## src/rtl/klp32_trace_pkg.sv

```systemverilog
// Shared types and constants for the KLP32 debug-trace transmitter.
// Latency: n/a (types, constants and one pure packing function).
// Backpressure: n/a.
//
// Optional feature macro: KLP32_TRACE_ALUOUT_EN
//   defined   -> records carry the ALU result (17-byte record)
//   undefined -> ALU result is not stored (13-byte record, 99-bit entry)
package klp32_trace_pkg;

    // Upper nibble of every header byte, lets a host resynchronise on the stream.
    localparam logic [3:0] TRACE_SYNC = 4'hA;

`ifdef KLP32_TRACE_ALUOUT_EN
    localparam int TRACE_RECORD_BYTES = 17;
`else
    localparam int TRACE_RECORD_BYTES = 13;
`endif

    localparam int TRACE_RECORD_BITS = TRACE_RECORD_BYTES * 8;

    // Wide enough to hold byte indices 0..16.
    localparam int TRACE_IDX_W = 5;

    typedef struct packed {
        logic lost;     // one or more records dropped before this one
        logic mem_rw;   // data memory write strobe
        logic reg_wen;  // register file write strobe
    } trace_flags_t;

    typedef struct packed {
        trace_flags_t flags;
        logic [31:0]  pc;
        logic [31:0]  inst;
        logic [31:0]  wb;
`ifdef KLP32_TRACE_ALUOUT_EN
        logic [31:0]  alu;
`endif
    } trace_entry_t;

    // LOAD exists as a named state for readability of the state diagram, but
    // the load happens on the IDLE->SEND edge so the FSM never rests in it.
    typedef enum logic [1:0] {
        ST_IDLE = 2'd0,
        ST_LOAD = 2'd1,
        ST_SEND = 2'd2
    } tx_state_t;

    // Lay a record out so that byte 0 (the header) sits in the low bits and the
    // serializer can simply shift right by one byte per accepted beat. Each
    // 32-bit field therefore goes out least-significant byte first.
    function automatic logic [TRACE_RECORD_BITS-1:0] trace_pack(input trace_entry_t e);
        logic [7:0] hdr;
        hdr = {TRACE_SYNC, 1'b0, e.flags.lost, e.flags.mem_rw, e.flags.reg_wen};
`ifdef KLP32_TRACE_ALUOUT_EN
        return {e.alu, e.wb, e.inst, e.pc, hdr};
`else
        return {e.wb, e.inst, e.pc, hdr};
`endif
    endfunction

endpackage

```

## src/rtl/klp32_trace_fifo.sv

```systemverilog
// Synchronous FIFO of trace_entry_t records for the trace transmitter.
// Latency: a pushed record is visible at o_head (and in o_count) the cycle after the push edge.
// Backpressure: push while full is ignored; pop while empty is ignored; push+pop same edge keeps count.
//
// Ports:
//   clk, reset            rising-edge clock, synchronous active-low reset
//   i_push, i_push_dat    write request and record
//   i_pop                 read request (head advances on the edge)
//   o_head                current head record (valid when !o_empty)
//   o_full, o_empty       occupancy flags from the pre-edge count
//   o_count               records held, 0..DEPTH
module klp32_trace_fifo
    import klp32_trace_pkg::*;
#(
    parameter  int DEPTH = 8,
    localparam int AW    = $clog2(DEPTH),
    localparam int CW    = $clog2(DEPTH) + 1
) (
    input  logic          clk,
    input  logic          reset,
    input  logic          i_push,
    input  trace_entry_t  i_push_dat,
    input  logic          i_pop,
    output trace_entry_t  o_head,
    output logic          o_full,
    output logic          o_empty,
    output logic [CW-1:0] o_count
);

    localparam logic [CW-1:0] FULL_CNT = CW'(DEPTH);

    trace_entry_t  r_mem [DEPTH];
    logic [AW-1:0] r_wr_ptr;
    logic [AW-1:0] r_rd_ptr;
    logic [CW-1:0] r_count;

    logic          w_push;
    logic          w_pop;

    // Full/empty come from the registered count, so a push into a full FIFO
    // is refused even if the same edge pops an entry.
    assign o_full  = (r_count == FULL_CNT);
    assign o_empty = (r_count == '0);
    assign w_push  = i_push && !o_full;
    assign w_pop   = i_pop && !o_empty;

    assign o_head  = r_mem[r_rd_ptr];
    assign o_count = r_count;

    // Storage carries no reset: contents are only observed through the pointers.
    always_ff @(posedge clk) begin
        if (w_push) begin
            r_mem[r_wr_ptr] <= i_push_dat;
        end
    end

    // DEPTH is a power of two, so the pointers wrap naturally.
    always_ff @(posedge clk) begin
        if (!reset) begin
            r_wr_ptr <= '0;
            r_rd_ptr <= '0;
            r_count  <= '0;
        end else begin
            if (w_push) begin
                r_wr_ptr <= r_wr_ptr + 1'b1;
            end
            if (w_pop) begin
                r_rd_ptr <= r_rd_ptr + 1'b1;
            end
            if (w_push && !w_pop) begin
                r_count <= r_count + 1'b1;
            end else if (w_pop && !w_push) begin
                r_count <= r_count - 1'b1;
            end
        end
    end

endmodule

```

## src/rtl/klp32_trace_tx.sv

```systemverilog
// Debug-trace transmitter: captures one core trace record per enabled cycle and streams it as bytes.
// Latency: capture at edge N -> popped at N+1 (when idle) -> header byte valid after edge N+1.
// Backpressure: byte held stable while i_tx_ready=0; FIFO full drops records and sets sticky o_overflow.
//
// Ports:
//   clk, reset                      rising-edge clock, synchronous active-low reset
//   i_capture_en                    capture a record this cycle
//   i_pc, i_inst, i_writeBack,      core debug fields
//   i_aluOut, i_RegWEn, i_memRW
//   o_tx_data, o_tx_valid,          byte stream, valid/ready handshake
//   i_tx_ready
//   o_overflow                      sticky: at least one record dropped since reset
//   o_count                         records waiting in the FIFO (excludes the one being sent)
//
// Optional feature macro: KLP32_TRACE_ALUOUT_EN (include i_aluOut; 17-byte records,
// otherwise i_aluOut is ignored and records are 13 bytes).
module klp32_trace_tx
    import klp32_trace_pkg::*;
#(
    parameter  int DEPTH = 8,
    localparam int CW    = $clog2(DEPTH) + 1
) (
    input  logic          clk,
    input  logic          reset,
    input  logic          i_capture_en,
    input  logic [31:0]   i_pc,
    input  logic [31:0]   i_inst,
    input  logic [31:0]   i_writeBack,
    input  logic [31:0]   i_aluOut,
    input  logic          i_RegWEn,
    input  logic          i_memRW,
    output logic [7:0]    o_tx_data,
    output logic          o_tx_valid,
    input  logic          i_tx_ready,
    output logic          o_overflow,
    output logic [CW-1:0] o_count
);

    localparam logic [TRACE_IDX_W-1:0] LAST_IDX = TRACE_IDX_W'(TRACE_RECORD_BYTES - 1);

    trace_entry_t                 w_entry;
    trace_entry_t                 w_head;
    logic                         w_full;
    logic                         w_empty;
    logic                         w_push;
    logic                         w_pop;
    logic                         w_byte_acc;
    logic                         w_last_byte;

    tx_state_t                    r_state;
    logic [TRACE_RECORD_BITS-1:0] r_shift;
    logic [TRACE_IDX_W-1:0]       r_idx;
    logic                         r_valid;
    logic                         r_lost_pend;
    logic                         r_overflow;

    // ------------------------------------------------------------------
    // Record assembly
    // ------------------------------------------------------------------
    always_comb begin
        w_entry               = '0;
        w_entry.flags.lost    = r_lost_pend;
        w_entry.flags.mem_rw  = i_memRW;
        w_entry.flags.reg_wen = i_RegWEn;
        w_entry.pc            = i_pc;
        w_entry.inst          = i_inst;
        w_entry.wb            = i_writeBack;
`ifdef KLP32_TRACE_ALUOUT_EN
        w_entry.alu           = i_aluOut;
`endif
    end

`ifndef KLP32_TRACE_ALUOUT_EN
    // The ALU result is deliberately not recorded in this build.
    logic w_unused_alu;
    assign w_unused_alu = ^i_aluOut;
`endif

    assign w_push = i_capture_en && !w_full;

    // ------------------------------------------------------------------
    // Record buffer
    // ------------------------------------------------------------------
    klp32_trace_fifo #(
        .DEPTH      (DEPTH)
    ) u_fifo (
        .clk        (clk),
        .reset      (reset),
        .i_push     (w_push),
        .i_push_dat (w_entry),
        .i_pop      (w_pop),
        .o_head     (w_head),
        .o_full     (w_full),
        .o_empty    (w_empty),
        .o_count    (o_count)
    );

    // ------------------------------------------------------------------
    // Drop tracking
    // ------------------------------------------------------------------
    // lost-pending marks the next stored record so the host can tell that
    // the stream has a gap in front of it; o_overflow only ever rises.
    always_ff @(posedge clk) begin
        if (!reset) begin
            r_lost_pend <= 1'b0;
            r_overflow  <= 1'b0;
        end else if (i_capture_en) begin
            if (w_full) begin
                r_lost_pend <= 1'b1;
                r_overflow  <= 1'b1;
            end else begin
                r_lost_pend <= 1'b0;
            end
        end
    end

    assign o_overflow = r_overflow;

    // ------------------------------------------------------------------
    // Serializer
    // ------------------------------------------------------------------
    // r_valid is high exactly while in SEND, so the sink's ready is only
    // looked at when a byte is actually on offer.
    assign w_byte_acc  = r_valid && i_tx_ready;
    assign w_last_byte = (r_idx == LAST_IDX);

    // Pop when idle with data waiting, or on acceptance of the last byte so
    // the next header follows without a bubble.
    always_comb begin
        w_pop = 1'b0;
        case (r_state)
            ST_IDLE: w_pop = !w_empty;
            ST_SEND: w_pop = w_byte_acc && w_last_byte && !w_empty;
            default: w_pop = 1'b0;
        endcase
    end

    always_ff @(posedge clk) begin
        if (!reset) begin
            r_state <= ST_IDLE;
            r_shift <= '0;
            r_idx   <= '0;
            r_valid <= 1'b0;
        end else begin
            case (r_state)
                ST_IDLE: begin
                    if (!w_empty) begin
                        r_shift <= trace_pack(w_head);
                        r_idx   <= '0;
                        r_valid <= 1'b1;
                        r_state <= ST_SEND;
                    end
                end
                ST_SEND: begin
                    if (w_byte_acc) begin
                        if (w_last_byte) begin
                            r_idx <= '0;
                            if (!w_empty) begin
                                r_shift <= trace_pack(w_head);
                            end else begin
                                // Only the final byte remains, so the shift
                                // leaves o_tx_data at zero while idle.
                                r_shift <= r_shift >> 8;
                                r_valid <= 1'b0;
                                r_state <= ST_IDLE;
                            end
                        end else begin
                            r_idx   <= r_idx + 1'b1;
                            r_shift <= r_shift >> 8;
                        end
                    end
                end
                default: begin
                    r_state <= ST_IDLE;
                    r_idx   <= '0;
                    r_valid <= 1'b0;
                end
            endcase
        end
    end

    assign o_tx_data  = r_shift[7:0];
    assign o_tx_valid = r_valid;

endmodule

```

## config.mk

```make
export PLATFORM = sky130hd
export DESIGN_NAME = klp32_trace_tx
export DESIGN_NICKNAME = d
export VERILOG_FILES = /design/src/rtl/klp32_trace_pkg.sv /design/src/rtl/klp32_trace_fifo.sv /design/src/rtl/klp32_trace_tx.sv
export SDC_FILE = /design/constraint.sdc
export NUM_CORES = 1
export LEC_CHECK = 0
export CORE_UTILIZATION = 50
export CTS_BUF_LIST = sky130_fd_sc_hd__clkbuf_4 sky130_fd_sc_hd__clkbuf_8
export CTS_CLUSTER_SIZE = 25
export DETAILED_ROUTE_END_ITERATION = 10
export PLACE_DENSITY = 0.7
export SYNTH_ARGS = -nofsm -noshare
export SYNTH_HDL_FRONTEND = slang
export SYNTH_SLANG_ARGS = --single-unit
```

## constraint.sdc

```tcl
create_clock -name clk -period 11.4 [get_ports clk]
set_clock_uncertainty 0.15 [all_clocks]
set_input_delay 1.71 -clock clk [delete_from_list [all_inputs] [get_ports clk]]
set_output_delay 1.71 -clock clk [all_outputs]
set_load 0.005 [all_outputs]
```

Word-level counts from Yosys, hierarchy flattened
Memories as Yosys holds them, arrays and structs flattened. A register that Yosys moved wholly into a read port is not among the register bits.
Index checks and enable logic that the tools add are counted.
Widths: inputs -> output; s select.
{"block": "classes", "add_sub_neg": 5, "eq_ne": 7, "muxes": 27, "n_reduce_logical": 20}
{"cell": "$mux 104", "n": 4}
{"cell": "$pmux 104 s2", "n": 1}
{"cell": "$mux 5", "n": 3}
{"cell": "$pmux 5 s2", "n": 1}
{"cell": "$logic_and 1x1->1", "n": 8}
{"cell": "$mux 2", "n": 4}
{"cell": "$mux 4", "n": 2}
{"cell": "$mux 1", "n": 7}
{"cell": "$add 3x1->3 const B", "n": 2}
{"cell": "$mux 3", "n": 2}
{"cell": "$ne 2x2->1 const B", "n": 3}
{"cell": "$add 5x1->5 const B", "n": 1}
{"cell": "$eq 5x4->1 const B", "n": 1}
{"cell": "$add 4x1->4 const B", "n": 1}
{"cell": "$eq 4x4->1 const B", "n": 1}
{"cell": "$logic_not 1->1", "n": 4}
{"cell": "$logic_not 4->1", "n": 1}
{"cell": "$pmux 1 s2", "n": 2}
{"cell": "$pmux 2 s2", "n": 1}
{"cell": "$reduce_and 2->1", "n": 2}
{"cell": "$reduce_and 4->1", "n": 1}
{"cell": "$reduce_bool 2->1", "n": 2}
{"cell": "$sub 4x1->4 const B", "n": 1}
{"cell": "$reduce_and 3->1", "n": 1}
{"cell": "other kinds (3)", "n": 3}
{"block": "word_totals", "ff_bits": 124, "ramBits": 792, "input_bits": 134, "output_inout_bits": 14, "word_cells": 69, "mem_count": 1}
{"name": "u_fifo.r_mem", "depth": 8, "word_bits": 99, "read_ports": 1, "rd_ports_with_merged_regs": 1, "wr": 1, "line_no": "klp32_trace_fifo.sv:32", "rtl": "trace_entry_t r_mem [DEPTH];"}

Longest topological paths before layout
Gate-level depths: netlist of run 1.
{"block": "depth", "word_depth": 8, "mapped_depth": 14, "depth_no_buf": 12}

Hierarchy
Synthesis of run 1 repeated with hierarchy kept, for this count alone.
{"block": "unflattened", "hier_cells": 1992, "area_unflattened_um2": 38418.1}
{"mod": "klp32_trace_fifo", "n_inst": 1, "cells_each": 1217, "area_per_inst_um2": 30769.5, "seq_area_each_um2": 24043.1}
{"mod": "klp32_trace_tx", "n_inst": 1, "cells_each": 775, "area_per_inst_um2": 7648.6, "seq_area_each_um2": 2242.2}

Worst setup path after synthesis of run 1
Ideal clock, no wire load.
{"block": "synth_path", "path_type": "input to register", "start": "input port i_capture_en", "end": "memory u_fifo.r_mem[0][0] (netlist bit) (enable)", "setup_time_ps": 800, "arrival_time_ps": 11173, "required_ps": 10450, "path_slack_ps": -723, "stages": 2, "n_path_buf": 0, "cell_sequence": "nand2_1 nor4_1"}
{"block": "synth_via", "elab_chain_len": 4}
{"item": "start, declared", "line_no": "klp32_trace_tx.sv:25", "rtl": "input logic i_capture_en,"}
{"item": "$logic_and 1x1->1", "line_no": "klp32_trace_tx.sv:79", "rtl": "assign w_push = i_capture_en && !w_full;"}
{"item": "$logic_and 1x1->1", "line_no": "klp32_trace_fifo.sv:44", "rtl": "assign w_push = i_push && !o_full;"}
{"item": "$mux 1", "line_no": "klp32_trace_fifo.sv:52", "rtl": "if (w_push) begin"}
{"item": "$mux 1 (not written as such)", "line_no": "klp32_trace_fifo.sv:53", "rtl": "r_mem[r_wr_ptr] <= i_push_dat;"}
{"item": "end, declared", "line_no": "klp32_trace_fifo.sv:32"}
Every way passes these cells.

Worst setup path after layout of run 1
{"block": "layout_path", "start": "input port i_capture_en", "end": "memory u_fifo.r_mem[7][51] (netlist bit) (enable)"}
{"block": "layout_via", "elab_chain_len": 4}
{"item": "$logic_and 1x1->1", "line_no": "klp32_trace_tx.sv:79"}
{"item": "$logic_and 1x1->1", "line_no": "klp32_trace_fifo.sv:44"}
{"item": "named net u_fifo.w_push", "line_no": "klp32_trace_fifo.sv:37", "rtl": "logic w_push;"}
{"item": "$mux 1", "line_no": "klp32_trace_fifo.sv:52"}
{"item": "$mux 1 (not written as such)", "line_no": "klp32_trace_fifo.sv:53"}
The timed path passes the listed nets, and every way through them passes these cells.

==> impl_metrics.csv, run 1 <==
group,metric,value,unit
route,dr.pass1.iters,5,
power,p_sw,2.21,mW
critical_path,r2r_cells,7,
sta,fin_ws,6.48,ns
route,drcViolationCount,0,
sta,period_share,0.431,
critical_path,crit_required,11.65,ns
sta,final-max-slew-violation-count,0,
power,seqPwrFrac,0.498,
logic_synthesis,synth.avg_cell_area,21.2,sq um
sta,rsz0062_at_grt,"false",
route,drt_iter0_drc,1468,
clocking,ctsHoldBuffers,0,
hold_path,hold_depth,2,
logic_synthesis,synth_edf_count,792,
logic_synthesis,ys_seq_area_frac,0.765,
critical_path,crit_fanout,45,
logic_synthesis,synth_cells,1624,
logic_synthesis,syn_area,34400,sq um
run_status,outcome,"complete, no violations",
logic_synthesis,synth_common_cells,"edfxtp_1, mux4_2, dfxtp_1",
die,dieArea,69800,sq um
power,p_int,6.23,mW
logic_synthesis,synth_xor_xnor_area_share,0.00229,
clocking,cts_root_buffer,"clkbuf_8",
sta,fmax,0.203,GHz
die,ios,148,
global_routing,grt_pass1_wl,107000,microns
logic_synthesis,synth_simple_gate_area_share,0.0157,
route,vias,16600,
sta,finalSetupViolations,0,
route,top_layer_used,"met5",
logic_synthesis,ys.warnings.count,0,
logic_synthesis,synth_cell_types,42,
place,gp_congestion,0.745,
clocking,cts_tree,"yes",
power,irDropWorstVdd,0.110,mV
place,hpwl,36600,microns
route,wl_met2,34700,microns
die,dieWidth,264,microns
critical_path,worstSetupPathType,"in -> reg",
final_layout,drive_gt1_frac,0.260,
final_layout,nFillCells,4790,
clocking,cts_sinks,917,
power,power_frac_comb,0.162,
critical_path,end_kind,"register",
logic_synthesis,yosys.area.top_type_share,0.692,
clocking,clk_pin_slew,0.06,ns
place,port_buffers,115,
global_routing,grt_use_total,0.208,
logic_synthesis,synthTopCellsByArea,"edfxtp_1, mux4_2, dfxtp_1, mux2i_1, a221o_1",
logic_synthesis,synth.area.mux_share,0.160,
place,pre_cts_ws,5.62,ns
die,initial_core_util,0.508,
global_routing,grt_pass1_vias,17400,
clocking,post-cts-setup-buffers,0,
route,routedLengthMet1,29800,microns
power,power_frac_clock,0.340,
route,ant_nets,0,
power,p_leak,12.5,nW
route,wl_met3,5170,microns
run,cap_violations,0,
route,vias_per_cell,5.92,
logic_synthesis,synthArstFlopShare,0,
sta,period_minus_slack,4.92,ns
logic_synthesis,synth_top_area_cell,"edfxtp_1",
power,p_sw_frac,0.262,
critical_path,arrival,5.17,ns
clocking,clockBufferDepth,3,
power,power_per_cell_area,214,nW/um^2
logic_synthesis,synth-main-ff-cell,"edfxtp_1",
global_routing,grt_max_degree,149,
final_layout,nets,1950,
hold_path,min_path_type,"reg -> reg",
route,post_drt_wl_per_cell,25.4,microns
sta,tightest_slew,1.09,ns
die,rows,95,
place,post_dp_cell_area,36400,sq um
logic_synthesis,synth_top_family_by_area,"multiplexers",
final_layout,area_growth,15.0,%
logic_synthesis,ys_ff_latch,917,
route,routed_wl,71200,microns
die,core_area,67600,sq um
die,die_y,264,microns
clocking,clk_latency,0.79,ns
clocking,ctsResizeCount,0,
critical_path,critical_path.startpoint_type,"input pin",
logic_synthesis,synth_fa_ha_area_frac,0.00313,
clocking,numCtsBuffers,143,
logic_synthesis,yosysMostFrequentCell,"edfxtp_1",
final_layout,final_cell_area,39500,sq um
sta,finalHoldViolations,0,
global_routing,antenna_found_initial,17,
sta,slew_headroom,0.276,
logic_synthesis,synth_compound_area_frac,0.0373,
logic_synthesis,synth_nets,1766,
clocking,h-tree-depth,4,
global_routing,grt_remaining_overflow,0,
sta,setup_tns,0,ns
state kept, by name (all words and copies together) (netlist names), named ones only:
name / flops
u_fifo.r_mem: 792
r_shift: 104
r_idx: 5
u_fifo.o_count: 4
u_fifo.r_rd_ptr: 3
u_fifo.r_wr_ptr: 3
o_overflow: 1
r_lost_pend: 1
r_state: 1
metrics by stage:
stage / utilization / power, mW / instances / hold WS [ns]
5_1_grt: 0.584 / 8.78 / 2805 / 0.328
6_report: 0.584 / 8.44 / 2807 / 0.306
2_1_floorplan: - / 5.20 / 1624 / 0.282
3_5_place_dp: 0.539 / 5.65 / 2536 / 0.297
4_1_cts: 0.584 / 8.52 / 2803 / 0.307
3_3_place_gp: 0.539 / 5.62 / 2536 / 0.289
cell usage in the layout (no fill, tap or decap), types with 15 or more instances in the layout:
cell             count
a21oi_1             47
a221o_1             58
buf_4               21
clkbuf_4            56
clkbuf_8           168
clkdlybuf4s50_1    115
clkinv_2            15
dfxtp_1            122
edfxtp_1           792
mux2i_1            103
mux4_2             198
nor2_1              77
o221ai_1            33
per-layer routing:
layer / vias up / global-route usage
met5: - / 0
met4: 24 / 0.0669
met3: 119 / 0.0602
met2: 537 / 0.324
met1: 8756 / 0.285
li1: 7191 / -
final timing paths:
kind	startpoint	endpoint	slack (ns)
max	i_capture_en	u_fifo.r_mem[7][51]	6.48
min	o_overflow	o_overflow	0.31
max reg2reg	u_fifo.o_count[0]	u_fifo.r_mem[7][51]	7.20
min reg2reg	o_overflow	o_overflow	0.31
power groups by stage:
stage	logic [mW]	clock network [mW]	registers (mW)
3_3_place_gp	1.36	0	4.25
6_report	1.37	2.87	4.20
2_1_floorplan	1.06	0	4.15
3_5_place_dp	1.38	0	4.27
4_1_cts	1.39	2.93	4.20
5_1_grt	1.48	3.07	4.23
critical path, cell delays in order:
cell and delay (ns):
clkdlybuf4s50_1 0.54, nand2_1 0.24, inv_2 0.17, nand2_1 0.21, nor2_4 0.79, buf_4 0.81, buf_4 0.65
cell type report:
type | instances | area [sq um] | share of cell area
Sequential cell | 917 | 26300 | 0.665
Tap cell | 873 | 1090 | 0.0276
Inverter | 8 | 30.0 | 0.000760
Clock inverter | 43 | 344 | 0.00871
Antenna cell | 4 | 10.0 | 0.000253
Clock buffer | 224 | 2730 | 0.0691
Timing Repair Buffer | 141 | 1410 | 0.0356
Multi-Input combinational cell | 597 | 7600 | 0.192
cells by family after synthesis:
group,Yosys count
compound gates,159
xor+xnor,9
fa+ha+maj,8
buf+inv,110
flops,917
mux,301
simple gates,120
Power figures use the tool's default switching activity.
==> run 2: changes to the inputs <==
==> constraint.sdc (replaced) <==
create_clock -name clk -period 4.42 [get_ports clk]
set_clock_uncertainty 0.15 [all_clocks]
set_input_delay 0.663 -clock clk [delete_from_list [all_inputs] [get_ports clk]]
set_output_delay 0.663 -clock clk [all_outputs]
set_load 0.005 [all_outputs]
==> impl_metrics.csv, run 2 (synthesis gave the netlist of run 1 again) <==
group,metric,value,unit
run_status,outcome,"complete, no violations",
power,power_per_cell_area,548,nW/um^2
die,ios,148,
critical_path,critical_path.slowest_cell,"dfxtp_1",
critical_path,arrival,2.14,ns
clocking,cts_sinks,917,
power,irDropWorstVdd,0.256,mV
power,p_sw_frac,0.268,
final_layout,drive_gt1_frac,0.267,
route,drcViolationCount,0,
place,hpwl,39100,microns
sta,rsz0062_at_grt,"false",
sta,finalHoldViolations,0,
clocking,ctsHoldBuffers,0,
clocking,clockBufferDepth,3,
critical_path,end_kind,"output pin",
critical_path,crit_fanout,11,
critical_path,critical_path.startpoint_type,"register",
run,cap_violations,0,
clocking,clk_latency,0.81,ns
hold_path,min_path_type,"in -> reg",
sta,period_share,0.669,
place,post_dp_cell_area,36800,sq um
final_layout,layout_common_cells,"edfxtp_1, mux4_2, clkbuf_8",
final_layout,finish.utilization,0.589,
critical_path,worstSetupPathType,"reg -> out",
die,initial_core_util,0.508,
sta,fmax,0.338,GHz
clocking,ctsResizeCount,0,
place,port_buffers,115,
global_routing,grt_remaining_overflow,0,
power,power_frac_comb,0.170,
route,drt_iter0_drc,1440,
final_layout,layout_commonest_cell,"edfxtp_1",
final_layout,largest_register_ffs,792,
sta,period_minus_slack,2.96,ns
global_routing,grt_pass1_vias,17600,
global_routing,grt_pass1_wl,109000,microns
route,post_drt_wl_per_cell,25.8,microns
final_layout,nets,1970,
power,seqPwrFrac,0.496,
final_layout,top_regs,"u_fifo.r_mem: 792 flops, r_shift: 104 flops, r_idx: 5 flops",
clocking,clk_pin_slew,0.07,ns
clocking,post-cts-setup-buffers,0,
die,die_y,264,microns
route,dr.pass1.iters,6,
clocking,h-tree-depth,4,
sta,tightest_slew,0.989,ns
sta,final-max-slew-violation-count,0,
route,vias,16800,
power,power_frac_clock,0.333,
critical_path,crit_buf_inv,1,
die,dieWidth,264,microns
route,vias_per_cell,5.94,
place,gp_congestion,0.746,
critical_path,cpLargestDelayFamily,"flip-flops",
final_layout,largest-register,"u_fifo.r_mem",
global_routing,antenna_found_initial,11,
clocking,cts_root_buffer,"clkbuf_8",
die,rows,95,
route,routed_wl,73000,microns
route,ant_nets,0,
critical_path,crit_chain,"clkdlybuf4s50_1",
sta,finalSetupViolations,0,
critical_path,slowest_delay,0.69,ns
global_routing,grt_max_degree,100,
clocking,numCtsBuffers,145,
sta,slew_headroom,0.341,
die,core_area,67600,sq um
power,p_int,16.0,mW
critical_path,crit_required,3.61,ns
final_layout,final_cell_area,39800,sq um
clocking,cts_tree,"yes",
power,p_leak,12.6,nW
final_layout,area_growth,15.8,%
die,dieArea,69800,sq um
global_routing,grt_use_total,0.213,
power,power,21.8,mW
power,p_sw,5.86,mW
-- run 2: cell count changes in the layout (fill, tap and decap cells not counted), moves of 2 or more --
cell      change
buf_12       +15
clkbuf_8      -7
clkbuf_4      -5
clkinv_1      +5
clkinv_2      +4
nor3_2        -4
nor3_4        +4
buf_4         +3
dfxtp_1       -3
dfxtp_2       +3
inv_6         -3
inv_8         +3
clkinv_8      +2
-- run 2: worst paths after layout --
kind	from	end	slack [ns]	depth (start not counted)
setup / recovery	r_state[1]	o_tx_valid	1.46	1
hold / removal	reset	r_idx[2]	0.14	3
setup reg to reg	r_state[1]	u_fifo.o_count[3]	1.50	10
hold reg to reg	o_overflow	o_overflow	0.31	2
-- run 2: area by class of cell --
class | count | area (sq um)
Antenna cell | 4 | 10.0
Clock buffer | 212 | 2600
Clock inverter | 55 | 409
Fill cell | 4756 | 27800
Inverter | 8 | 30.0
Multi-Input combinational cell | 597 | 7650
Sequential cell | 917 | 26300
Tap cell | 873 | 1090
Timing Repair Buffer | 159 | 1730
-- run 2: metrics by stage --
stage                     TNS (ns)  instances  hold slack [ns]  setup WS, ns
after global routing             0       2822            0.132          1.27
after floorplan            -742.11       1624            0.282         -1.35
after CTS                        0       2821           0.0675          1.38
final                            0       2825            0.141          1.46
after detailed placement         0       2554            0.303          1.05
after global placement           0       2554            0.282          1.04
-- run 2: layer usage --
metal | global-route usage | vias up | wire length [microns]
met5 | 0 | - | 84
met4 | 0.0618 | 16 | 1250
met1 | 0.290 | 8841 | 30700
met2 | 0.340 | 565 | 36000
met3 | 0.0590 | 117 | 4980
li1 | - | 7233 | -
-- run 2: power by group through the flow --
stage          Clock [mW]  Combinational [mW]  Sequential, mW
2_1_floorplan           0                2.74            10.7
3_3_place_gp            0                3.69            11.0
3_5_place_dp            0                3.76            11.0
4_1_cts              7.41                3.77            10.8
5_1_grt              7.80                4.00            10.9
6_report             7.28                3.72            10.8
